### src/rtl/scan_inject_ctrl.sv
// Scan-chain fault injection sequencer: run core, gate clock, rotate chain once flipping one bit.
// Optional scan dump stream enabled by defining SCAN_DUMP_EN.
module scan_inject_ctrl #(
    parameter int CHAIN_LEN = 64,
    parameter int CNT_W     = 16,
    parameter int POS_W     = 6
) (
    input  logic             clk,
    input  logic             rst,
    input  logic             start,
    input  logic             abort,
    input  logic [CNT_W-1:0] inj_cycle,
    input  logic [POS_W-1:0] inj_pos,
    input  logic             inj_en,
    input  logic             sh_out,
    output logic             sh_in,
    output logic             sh_en,
    output logic             c_en,
    output logic             err_en,
    output logic             busy,
    output logic             done,
    output logic             ch_out,
    output logic             ch_out_vld,
    output logic             ch_out_done,
    output logic [2:0]       dbg_state
);

    localparam logic [2:0] S_IDLE   = 3'd0;
    localparam logic [2:0] S_RUN    = 3'd1;
    localparam logic [2:0] S_HALT   = 3'd2;
    localparam logic [2:0] S_SHIFT  = 3'd3;
    localparam logic [2:0] S_SETTLE = 3'd4;
    localparam logic [2:0] S_DONE   = 3'd5;

    localparam logic [POS_W-1:0] LAST_IDX = POS_W'(CHAIN_LEN - 1);

    // Handshake: start is a single-cycle request honoured only in IDLE; abort is level-sampled
    // each cycle and takes priority over start.
    logic [2:0]       state;
    logic [CNT_W-1:0] cnt;
    logic [CNT_W-1:0] cnt_nxt;
    logic [POS_W-1:0] idx;
    logic [CNT_W-1:0] inj_cycle_q;
    logic [POS_W-1:0] inj_pos_q;
    logic             inj_en_q;
    logic             abort_seen;
    logic             flip;

    assign cnt_nxt = cnt + 1'b1;

    always_ff @(posedge clk or negedge rst) begin
        if (!rst) begin
            state       <= S_IDLE;
            cnt         <= '0;
            idx         <= '0;
            inj_cycle_q <= '0;
            inj_pos_q   <= '0;
            inj_en_q    <= 1'b0;
            abort_seen  <= 1'b0;
        end else begin
            case (state)
                S_IDLE: begin
                    if (start && !abort) begin
                        inj_cycle_q <= inj_cycle;
                        inj_pos_q   <= inj_pos;
                        inj_en_q    <= inj_en;
                        cnt         <= '0;
                        abort_seen  <= 1'b0;
                        state       <= (inj_cycle == '0) ? S_HALT : S_RUN;
                    end
                end
                S_RUN: begin
                    if (abort) begin
                        state <= S_IDLE;
                    end else if (cnt_nxt == inj_cycle_q) begin
                        state <= S_HALT;
                    end else begin
                        cnt <= cnt_nxt;
                    end
                end
                S_HALT: begin
                    if (abort) begin
                        state <= S_IDLE;
                    end else begin
                        idx   <= '0;
                        state <= S_SHIFT;
                    end
                end
                S_SHIFT: begin
                    // The rotation always finishes so the chain returns to its original alignment.
                    if (abort) abort_seen <= 1'b1;
                    if (idx == LAST_IDX) begin
                        state <= S_SETTLE;
                    end else begin
                        idx <= idx + 1'b1;
                    end
                end
                S_SETTLE: begin
                    if (abort) abort_seen <= 1'b1;
                    state <= S_DONE;
                end
                S_DONE:  state <= S_IDLE;
                default: state <= S_IDLE;
            endcase
        end
    end

    // Positions beyond the chain never match idx, so an out-of-range inj_pos is a pure round trip.
    assign flip = (state == S_SHIFT) && inj_en_q && (idx == inj_pos_q)
                  && (inj_pos_q <= LAST_IDX) && !abort_seen;

    assign sh_in     = (state == S_SHIFT) ? (sh_out ^ flip) : 1'b0;
    assign err_en    = flip;
    assign sh_en     = (state == S_SHIFT);
    assign c_en      = (state == S_IDLE) || (state == S_RUN) || (state == S_DONE);
    assign busy      = (state == S_RUN) || (state == S_HALT) || (state == S_SHIFT)
                       || (state == S_SETTLE);
    assign done      = (state == S_DONE);
    assign dbg_state = state;

`ifdef SCAN_DUMP_EN
    always_ff @(posedge clk or negedge rst) begin
        if (!rst) begin
            ch_out      <= 1'b0;
            ch_out_vld  <= 1'b0;
            ch_out_done <= 1'b0;
        end else begin
            ch_out      <= (state == S_SHIFT) ? sh_out : 1'b0;
            ch_out_vld  <= (state == S_SHIFT);
            ch_out_done <= (state == S_SHIFT) && (idx == LAST_IDX);
        end
    end
`else
    assign ch_out      = 1'b0;
    assign ch_out_vld  = 1'b0;
    assign ch_out_done = 1'b0;
`endif

endmodule

### config.mk
export PLATFORM = sky130hd
export DESIGN_NAME = scan_inject_ctrl
export DESIGN_NICKNAME = d
export VERILOG_FILES = /design/src/rtl/scan_inject_ctrl.sv
export SDC_FILE = /design/constraint.sdc
export NUM_CORES = 1
export LEC_CHECK = 0
export ABC_AREA = 1
export CAP_MARGIN = 20
export CORE_ASPECT_RATIO = 1.1
export CORE_MARGIN = 2
export CORE_UTILIZATION = 30
export DETAILED_ROUTE_END_ITERATION = 8
export HOLD_SLACK_MARGIN = 0.06
export PLACE_DENSITY_LB_ADDON = 0.1
export SLEW_MARGIN = 20
export SYNTH_ARGS = -nofsm -noshare
export SYNTH_HDL_FRONTEND = slang
export SYNTH_SLANG_ARGS = --single-unit
export TNS_END_PERCENT = 20
### constraint.sdc
create_clock -name clk -period 2.3 [get_ports clk]
set_clock_uncertainty 0.05 [all_clocks]
set_input_delay 0.345 -clock clk [delete_from_list [all_inputs] [get_ports clk]]
set_output_delay 0.345 -clock clk [all_outputs]
set_load 0.1 [all_outputs]
Yosys cells after proc, flatten, opt, wreduce, memory -nomap -nowiden

Cells that the tools add are included.

Register bits after elaboration: 49
Input port bits: 28
Output and inout port bits: 12
Word-level logic and storage cells: 68

Add/sub/neg operators: 2
$lt $le $gt $ge: 1
Eq/ne operators: 16
Mux-type cells: 18
Bitwise logic cells: 1
Reductions and logical operators: 23

Operators with widths:

| kind                  | number |
|---|---|
| $mux 16               | 3 |
| $pmux 16 s2           | 1 |
| $add 16x1->16 const B | 1 |
| $eq 16x16->1          | 1 |
| $logic_not 16->1      | 1 |
| $pmux 3 s5            | 1 |
| $mux 3                | 4 |
| $mux 6                | 2 |
| $pmux 6 s2            | 1 |
| $ne 2x2->1 const B    | 5 |
| $reduce_and 3->1      | 3 |
| $add 6x1->6 const B   | 1 |
| $eq 3x2->1 const B    | 2 |
| $eq 3x3->1 const B    | 2 |
| $eq 6x6->1            | 1 |
| $eq 6x6->1 const B    | 1 |
| $le 6x6->1 const B    | 1 |
| $reduce_bool 2->1     | 3 |
| $logic_and 1x1->1     | 5 |
| $logic_or 1x1->1      | 5 |
| $mux 2                | 2 |
| $ne 2x1->1 const B    | 2 |
| $reduce_and 4->1      | 1 |
| $eq 3x1->1 const B    | 1 |
| 8 further kinds       | 11 |

Depth between registers and ports, before layout

Gate-level depths: netlist of the first run.

Depth after elaboration: 7
Mapped depth: 17
Depth with buffers taken out: 16

Worst setup path before layout of the first run

Ideal clock, no wire load.

Kind: register -> output
Start point: register state[0], in the netlist dbg_state[0]
End point: output port sh_in
Arrival: 5.745 ns
Data required time: 1.905 ns
Slack: -3.840 ns
Cell stages (with the launch flop): 8
Buffers on the path: 0
Cells stage by stage: dfrtp_1 inv_1 nor2_1 o2111ai_1 nor2_1 xor2_1 inv_1 nor2_1

Longest elaborated chain between the ends: 7

RTL lines:

| element                         | RTL line | source |
|---|---|---|
| start, declared                 | 39       | `logic [2:0] state;` |
| start signal, assigned          | 69       | `state <= (inj_cycle == '0) ? S_HALT : S_RUN;` |
| $eq 3x2->1                      | --       |  |
| net sh_en                       | 17       | `output logic sh_en,` |
| $logic_and 1x1->1 (2 in series) | 109      | `assign flip = (state == S_SHIFT) && inj_en_q && (idx == inj_pos_q)` |
| $logic_and 1x1->1 (2 in series) | 110      | `&& (inj_pos_q <= LAST_IDX) && !abort_seen;` |
| net err_en                      | 19       | `output logic err_en,` |
| $xor 1x1->1                     | 112      | `assign sh_in = (state == S_SHIFT) ? (sh_out ^ flip) : 1'b0;` |
| $mux 1                          | 112      |  |
| end, declared                   | 16       | `output logic sh_in,` |

The timed path passes the listed nets, and every way through them passes these cells.

Worst setup path in the final report of the first run

Start point: register state[2], in the netlist dbg_state[2]
End point: output port sh_in

Longest elaborated chain between the ends: 7

RTL lines:

| element                         | RTL line |
|---|---|
| $eq 3x2->1 *                    | 109, 112 |
| $logic_and 1x1->1 (2 in series) | 109 |
| $logic_and 1x1->1 (2 in series) | 110 |
| $xor 1x1->1                     | 112 |
| $mux 1 *                        | 112 |

Mark *: on every way between the ends. The rest lies on a longest branch, timed or not.

==> results, run 1 <==
- The run finished with clean final reports.
- The number of max-capacitance violations reported is 0.
- The total global routing overflow is 0.
- The area growth from synthesis to layout is 32.2%.
- The total of buffers placed on input and output ports is 36.
- The global placement routability congestion is 0.833.
- STA puts the critical path data required time at 1900 ps.
- The worst register-to-register path begins at cnt[1].
- The number of hold-slack violations in the final timing report is 0.
- The clock sink count is 49.
- The worst setup path is captured at a primary output.
- The width of the die is 102 um.
- By startpoint and endpoint, the worst setup path is classified as reg2out.
- Averaged over all synthesized cells, the footprint is 6.82 sq um.
- The final-report max-slew violation count is 0.
- The maximum operating frequency is 456 MHz.
- The HPWL after detailed placement is 6870 um.
- The switching power summed over all nets is 0.00195 W.
- The iteration-0 DRC count of the detailed router is 91.
- Yosys printed 0 warnings.
- The maximum number of pins on one net before global-route repair is 50.
- The register share of total power is 0.326.
- Setup repair after global routing could not meet its margin everywhere.
- At the pin with the least slew margin, the transition time is 667 ps.
- The routed design could run at a clock period as short as 2190 ps.
- Of the total power, combinational logic draws 0.478.
- The initial utilization of the core area, before any placement, comes to 0.308.
- The core region is 10,300 sq um.
- The buffer cell driving the clock tree root is sky130_fd_sc_hd__clkbuf_16.
- The wire length of the first global-routing pass is 15,200 um.
- The number of antenna violations at the first check in global routing was 0.
- The most critical setup path has its startpoint at dbg_state[2].
- In the final routed layout, each cell accounts on average for 14.0 um.
- The chip height is 112 um.
- The final period utilization is 0.952.
- The longest clock path from root to sink contains 2 buffers.
- The routed wire length is 9390 um.
- In this run the tightest slew margin relative to its limit is 0.555.
- The internal portion of total power is 0.00239 W.
- The final-stage net count is 555.
- The number of antenna diodes in the final layout is 0.
- After synthesis, the cell types taking the most area are sky130_fd_sc_hd__dfrtp_1 (39%), sky130_fd_sc_hd__nand2_1 (19%), sky130_fd_sc_hd__nand3_1 (9.1%).
- The worst path meets setup with 109 ps of slack.
- After clock tree synthesis, the clock-pin slew on the worst setup and hold paths is 70 ps.
- The worst register-to-register path has a depth of 13.
- Before CTS, the worst setup slack after placement is 100 ps.
- The number of clock buffers added by TritonCTS is 5.
- The maximum net fanout on the critical path is 4.
- TritonCTS built the clock tree.
- The fraction of power spent switching nets is 0.449.
- The number of instances in the synthesized netlist is 467.
- For the worst setup path, the data arrival time is 1800 ps.
- The number of remaining DRC errors is 0.
- The critical path startpoint category is a flip-flop.
- The post-detailed-route count of antenna-violating nets is 0.
- At the later pin of the worst-skew pair, clock insertion delay measures 290 ps.
- The hold buffer count at CTS is 0.
- The static leakage is 1.98 nW.
- The worst min-delay path class is in2async.
- The synthesized design spends more area on one cell type than any other, namely sky130_fd_sc_hd__dfrtp_1.
- The die covers 11,500 sq um.
- Of the cells placed in the final design, the portion with a size suffix greater than 1 is 0.190.
- The routed layout has 3,144 vias.
- For this run, the register share of the synthesized area comes to 0.385.
- The H-tree was split into 2 levels.
- The share of synthesized area in the top cell type comes to 0.385.
- In this run the power density over the cells is 1030 nW/um^2.
- Dividing the detail-routed via count by the number of cells gives 4.70.
- The total routing resource utilization after global routing is 0.170.
- VDD sags by at most 0.000467 V.
- Measured on the finished design, the core utilization comes to 0.407.
- The number of global-route vias before repair is 3,047.
- The register bit count reported by yosys is 49.
- Counting distinct cell types in the post-synthesis netlist gives 36.
- The part of the power in the clock network is 0.196.
- In this run the count of I/O pins placed on the die edge is 40.
- The number of detailed-routing iterations run before antenna repair is 4.
- Setup violations remaining at the end of the flow were counted as 0.
- The number of placement rows is 39.
- In this run the cell area of the synthesized design comes to 3180 sq um.
==> per-layer routing <==
layer	GRT usage	vias up	share of wire
li1	-	1606	-
met4	0.0462	0	0.012
met2	0.269	66	0.47
met3	0.0274	6	0.037
met1	0.240	1466	0.48
met5	0	-	0
==> area by class of cell <==
| class | instances | area, sq um |
|---|---|---|
| Clock inverter | 2 | 38.8 |
| Multi-Input combinational cell | 357 | 1850 |
| Inverter | 53 | 201 |
| Timing Repair Buffer | 59 | 563 |
| Fill cell | 1147 | 6140 |
| Clock buffer | 6 | 129 |
| Tap cell | 143 | 179 |
| Sequential cell | 49 | 1250 |
==> path summary, 6_finish.rpt <==
check / to / slack [ps]
setup / recovery: sh_in / 110
hold / removal: inj_cycle_q[15] / 120
setup reg to reg: cnt[13] / 140
hold reg to reg: abort_seen / 460
max in group asynchronous: dbg_state[2] / 1580
min in group clk: abort_seen / 460
==> cell usage after synthesis <==
cell and count:
sky130_fd_sc_hd__a21oi_1 13, sky130_fd_sc_hd__a32o_1 1, sky130_fd_sc_hd__and3_1 1, sky130_fd_sc_hd__buf_2 1, sky130_fd_sc_hd__buf_4 4, sky130_fd_sc_hd__buf_8 1
sky130_fd_sc_hd__clkbuf_1 5, sky130_fd_sc_hd__clkinv_1 1, sky130_fd_sc_hd__conb_1 1, sky130_fd_sc_hd__dfrtp_1 49, sky130_fd_sc_hd__ha_1 2, sky130_fd_sc_hd__inv_1 49
sky130_fd_sc_hd__inv_2 3, sky130_fd_sc_hd__nand2_1 164, sky130_fd_sc_hd__nand2_2 6, sky130_fd_sc_hd__nand2_4 1, sky130_fd_sc_hd__nand3_1 58, sky130_fd_sc_hd__nand3_2 2
sky130_fd_sc_hd__nand3_4 1, sky130_fd_sc_hd__nand3b_1 4, sky130_fd_sc_hd__nand4_1 10, sky130_fd_sc_hd__nor2_1 42, sky130_fd_sc_hd__nor2_2 7, sky130_fd_sc_hd__nor2_4 4
sky130_fd_sc_hd__nor3_1 3, sky130_fd_sc_hd__nor4_1 4, sky130_fd_sc_hd__o2111ai_1 1, sky130_fd_sc_hd__o211ai_1 1, sky130_fd_sc_hd__o21ai_0 15, sky130_fd_sc_hd__o21ai_1 1
sky130_fd_sc_hd__o21bai_1 2, sky130_fd_sc_hd__o22ai_1 1, sky130_fd_sc_hd__or2_2 1, sky130_fd_sc_hd__xnor2_1 1, sky130_fd_sc_hd__xor2_1 6, sky130_fd_sc_hd__xor3_1 1
==> cells by family (layout without fill, tap and decap cells) <==
| kind of cell | count (synthesis) | count (layout) | synth area share |
|---|---|---|---|
| compound gates | 35 | 35 | 0.0605 |
| simple gates | 308 | 309 | 0.435 |
| fa+ha+maj | 2 | 2 | 0.00786 |
| xor+xnor | 8 | 8 | 0.0267 |
| other cells | 1 | 3 | 0.00118 |
| buf+inv | 64 | 120 | 0.0841 |
| flops | 49 | 49 | 0.385 |
==> power groups by stage <==
stage               combinational (W)  clock [W]  sequential, W
floorplan                     0.00130          0        0.00148
global placement              0.00194          0        0.00142
detailed placement            0.00195          0        0.00142
CTS                           0.00197   0.000879        0.00140
global route                  0.00230   0.000914        0.00146
finish                        0.00207   0.000851        0.00142
==> critical path: stages (launching register included) <==
cell and delay, ps:
sky130_fd_sc_hd__dfrtp_4 500, sky130_fd_sc_hd__inv_2 80, sky130_fd_sc_hd__nand2_2 60, sky130_fd_sc_hd__nor2_4 110, sky130_fd_sc_hd__o2111ai_2 130, sky130_fd_sc_hd__nor2_4 130, sky130_fd_sc_hd__xor2_1 140, sky130_fd_sc_hd__inv_1 80
sky130_fd_sc_hd__nor2_4 100, sky130_fd_sc_hd__buf_12 180
==> cell usage in the layout (no fill, tap or decap), types with 2 or more instances in the layout <==
cell	count
sky130_fd_sc_hd__clkbuf_16	5
sky130_fd_sc_hd__nand3_2	2
sky130_fd_sc_hd__nand4_1	10
sky130_fd_sc_hd__nand3_1	56
sky130_fd_sc_hd__a21oi_1	12
sky130_fd_sc_hd__nor2_4	9
sky130_fd_sc_hd__buf_6	2
sky130_fd_sc_hd__o21ai_1	2
sky130_fd_sc_hd__inv_1	45
sky130_fd_sc_hd__inv_2	6
sky130_fd_sc_hd__nor2_1	37
sky130_fd_sc_hd__nand2_4	2
sky130_fd_sc_hd__nor3_1	2
sky130_fd_sc_hd__dfrtp_1	39
sky130_fd_sc_hd__nand3b_1	4
sky130_fd_sc_hd__o21ai_0	14
sky130_fd_sc_hd__buf_4	26
sky130_fd_sc_hd__clkdlybuf4s50_1	26
sky130_fd_sc_hd__nor2_2	8
sky130_fd_sc_hd__dfrtp_2	7
sky130_fd_sc_hd__nand2_2	10
sky130_fd_sc_hd__xor2_1	6
sky130_fd_sc_hd__nand2_1	158
sky130_fd_sc_hd__dfrtp_4	3
sky130_fd_sc_hd__nor4_1	4
sky130_fd_sc_hd__buf_12	4
sky130_fd_sc_hd__nand3_4	3
sky130_fd_sc_hd__conb_1	3
==> what timing repair did <==
action	4_1_cts	5_1_grt
gates cloned	0	2
gates resized for setup	0	35
pin swaps	2	11
endpoints found under the setup margin	1	18
buffers inserted	2	9
hold endpoints to repair	0	0
==> state kept, by name, indices dropped and copies added (netlist names) <==
register,count
abort_seen,1
cnt,16
dbg_state,3
idx,6
inj_cycle_q,16
inj_en_q,1
inj_pos_q,6
==> per-stage QoR <==
step | TNS [ps] | area, sq um | hold WS [ps] | instances | power (W)
finish | 0 | 4210 | 119 | 669 | 0.00434
global route | -70.9 | 4210 | 179 | 669 | 0.00467
CTS | 0 | 4010 | 149 | 658 | 0.00425
detailed placement | 0 | 3830 | 437 | 648 | 0.00337
global placement | 0 | 3830 | 436 | 648 | 0.00336
floorplan | -2110 | 3250 | -0.591 | 469 | 0.00278
Power figures use the tool's default switching activity.
==> run 2: changes to the inputs <==
Settings changed: CORE_UTILIZATION 30 to 50.
==> run 2 against run 1 <==
Utilization increased by 26 points; final cell count fell by 9.3%; worst hold slack better by 340 ps; critical path type unchanged.
==> results, run 2 (same netlist as run 1, synthesis figures left out) <==
- The flow ran to the end, and the final reports show no timing, DRC or antenna violations.
- The number of fill cells is 555.
- The number of detailed-routing iterations run before antenna repair is 5.
- The final-report max-slew violation count is 0.
- Of the total power, registers draw 0.335.
- The wire length of the first global-routing pass is 14,400 um.
- The maximum vdd ir drop is 0.000690 V.
- The total routing resource utilization after global routing is 0.268.
- The classification of the worst setup path is reg2out.
- The max-slew headroom at the worst pin is 0.571.
- The startpoint identified for the worst hold timing path is inj_pos_q[3].
- The storage element area is 1240 sq um.
- The final critical path time including I/O delays and setup is 2230 ps.
- For flop-to-flop paths, the worst setup slack is 70 ps.
- The most numerous cell on the critical path is sky130_fd_sc_hd__nor2_4.
- The cell sitting at the root of the clock tree is a sky130_fd_sc_hd__clkbuf_8.
- The startpoint of the worst setup timing path is dbg_state[2].
- Of the cells placed in the final design, the portion with a size suffix greater than 1 is 0.178.
- The detail-routed net length per standard cell is 14.6 um.
- The startpoint of the lowest-slack register-to-register path is cnt[1].
- The worst-margin pin slew is 643 ps.
- The floorplan step defined a die boundary enclosing 7020 sq um.
- Power spread over the standard cell area amounts to 1030 nW/um^2.
- Setup violations remaining at the end of the flow were counted as 0.
- The clock tree from TritonCTS is done.
- For this design, the slowest cell found on the critical path is sky130_fd_sc_hd__dfrtp_4.
- The number of antenna violations at the first check in global routing is 0.
- The average vias per placed instance is 5.37.
- The post-route standard cell area excluding fillers is 4080 sq um.
- In this run the critical register-to-register path is captured at cnt[8].
- The largest registers in the layout are cnt: 16 flops, inj_cycle_q: 16 flops.
- For this configuration, the core starts out at a cell density of 0.517.
- Derived from the worst setup path, the maximum achievable clock frequency is 448 MHz.
- After floorplanning, the core was divided into 30 placement rows.
- The detail route stage leaves a number of antenna-violating nets equal to 0.
- In this run the vertical extent of the chip is 87.7 um.
- For this block, the via count after detailed routing is 3,262.
- In this run the standard cell core region covers 6160 sq um.
- For this design the static power due to leakage is 1.96 nW.
- At the worst endpoint, the required time is 1900 ps.
- The instance area at placement is 3770 sq um.
- The total half-perimeter wirelength after legalization and detailed placement is 6680 um.
- The endpoint of the worst hold path is inj_pos_q[3].
- After detailed routing, the total wire length is 8870 um.
- The synthesis-to-finish area growth is 28.1%.
- The clock drives 49 sinks.
- The iteration-0 DRC count of the detailed router is 173.
- The later pin in the worst-skew pair is clocked with a latency of 310 ps.
- The H-tree depth is 2.
- The maximum net fanout on the critical path is 2.
- The signal on the critical path passes through inv_2 -> nand2_2 -> nor2_4 -> o2111ai_2 -> nor2_4 -> xor2_1 -> inv_1 -> nor2_4 -> buf_12.
- Including well taps, the total number of placed cells is 586.
- The largest buffer count on any clock path is 2.
- Hold is met by 463 ps.
- Of the total power, the share spent switching nets is 0.454.
- The logic gate share of total power is 0.491.
- The total of buffers placed on input and output ports is 36.
- The kind of end point of the critical path is a primary output.
- The top cell types in the final layout, fill and taps aside, are sky130_fd_sc_hd__nand2_1 (162), sky130_fd_sc_hd__nand3_1 (57), sky130_fd_sc_hd__inv_1 (43), sky130_fd_sc_hd__dfrtp_1 (41), sky130_fd_sc_hd__nor2_1 (37).
- Internal power comes to 0.00229 W.
- The global placement routability congestion is 1.04.
- Dividing the final minimum period by the clock period gives 0.970.
- The number of max-capacitance violations reported is 0.
- The critical path startpoint category is a flip-flop.
- For the final routed database, the setup TNS stands at 0 ps.
- The floorplan step set the die width to 80.1 um.
- For this run, design rule violations remaining after detail routing come to 0.
- The switching power summed over all nets is 0.00190 W.
- The final-stage net count is 556.
- The largest single stage delay on the critical path is 490 ps.
- The most frequent standard cell in the layout excluding fill and tap cells is sky130_fd_sc_hd__nand2_1.
- Data on the critical path arrives at its endpoint at 1840 ps.
- 0 antenna diodes ended up in the layout.
- The number of hold-slack violations in the final timing report came to 0.
- The number of global-route vias before repair came to 3,138.
- The area of combinational cells with multiple inputs is 1800 sq um.
- The number of top-level design ports is 40.
- The non-filler instance count after layout is 607.
- Setup repair after global routing could not meet its margin everywhere.
- The part of the power in the clock network is 0.174.
- The worst min-delay path class is reg2reg.
- For the worst flop-to-flop path, the logic depth is 14.
- The total global routing overflow is 0.
- Entering global routing, the biggest net connects 35 pins.
- Counting instances, the worst hold path has a depth of 2.
- Buffers inserted during clock tree synthesis total 5.
- After clock tree synthesis, the clock-pin slew on the worst setup and hold paths is 90 ps.
- At the end of the flow the core is filled with cells to 0.663.
run 2: per-stage QoR:
step	total power [W]	setup WS (ps)
after floorplan	0.00278	-979
after global placement	0.00333	169
after detailed placement	0.00336	109
after CTS	0.00413	19.2
after global routing	0.00446	-57.6
final	0.00419	69.3
run 2: worst max-delay path: cells and delay by family, from the launching register on:
| family | cells | cell delay (ps) |
|---|---|---|
| buffers and inverters | 3 | 340 |
| AND/OR/NAND/NOR | 4 | 400 |
| AO/OA/AOI/OAI | 1 | 140 |
| XOR/XNOR | 1 | 150 |
| flip-flops | 1 | 490 |
run 2: layout make-up:
type | count | share of cell area
clock inverter | 3 | 0.0160
sequential | 49 | 0.305
clock buffer | 5 | 0.0169
multi-input combinational | 356 | 0.442
tap | 80 | 0.0245
timing repair buffer | 61 | 0.147
inverter | 53 | 0.0488
run 2: worst max-delay path by stage:
stage / to / slack (ps)
floorplan: sh_in / -980
global placement: cnt[0] / 170
detailed placement: cnt[8] / 110
CTS: sh_in / 20
global route: sh_in / -60
finish: sh_in / 70
run 2: power by group through the flow:
| stage | registers (W) | logic (W) | clock network, W |
|---|---|---|---|
| final | 0.00140 | 0.00206 | 0.000729 |
| after global routing | 0.00144 | 0.00224 | 0.000775 |
| after CTS | 0.00139 | 0.00199 | 0.000742 |
| after detailed placement | 0.00142 | 0.00195 | 0 |
| after global placement | 0.00141 | 0.00192 | 0 |
| after floorplan | 0.00148 | 0.00130 | 0 |
run 2: routing by layer:
layer  GRT usage  share of wire  up-vias
met5           0              0        -
met4       0.136          0.028        0
met3      0.0485          0.043       21
met2       0.432           0.49       95
met1       0.347           0.43     1533
li1            -              -     1613
run 2: repair_timing:
| action | in CTS | in global routing |
|---|---|---|
| hold endpoints to repair | 22 | 0 |
| cloned | 0 | 0 |
| hold buffers | 1 | 0 |
| pin swaps | 2 | 6 |
| endpoints found under the setup margin | 1 | 20 |
| gates resized for setup | 0 | 21 |
| setup buffers | 4 | 8 |
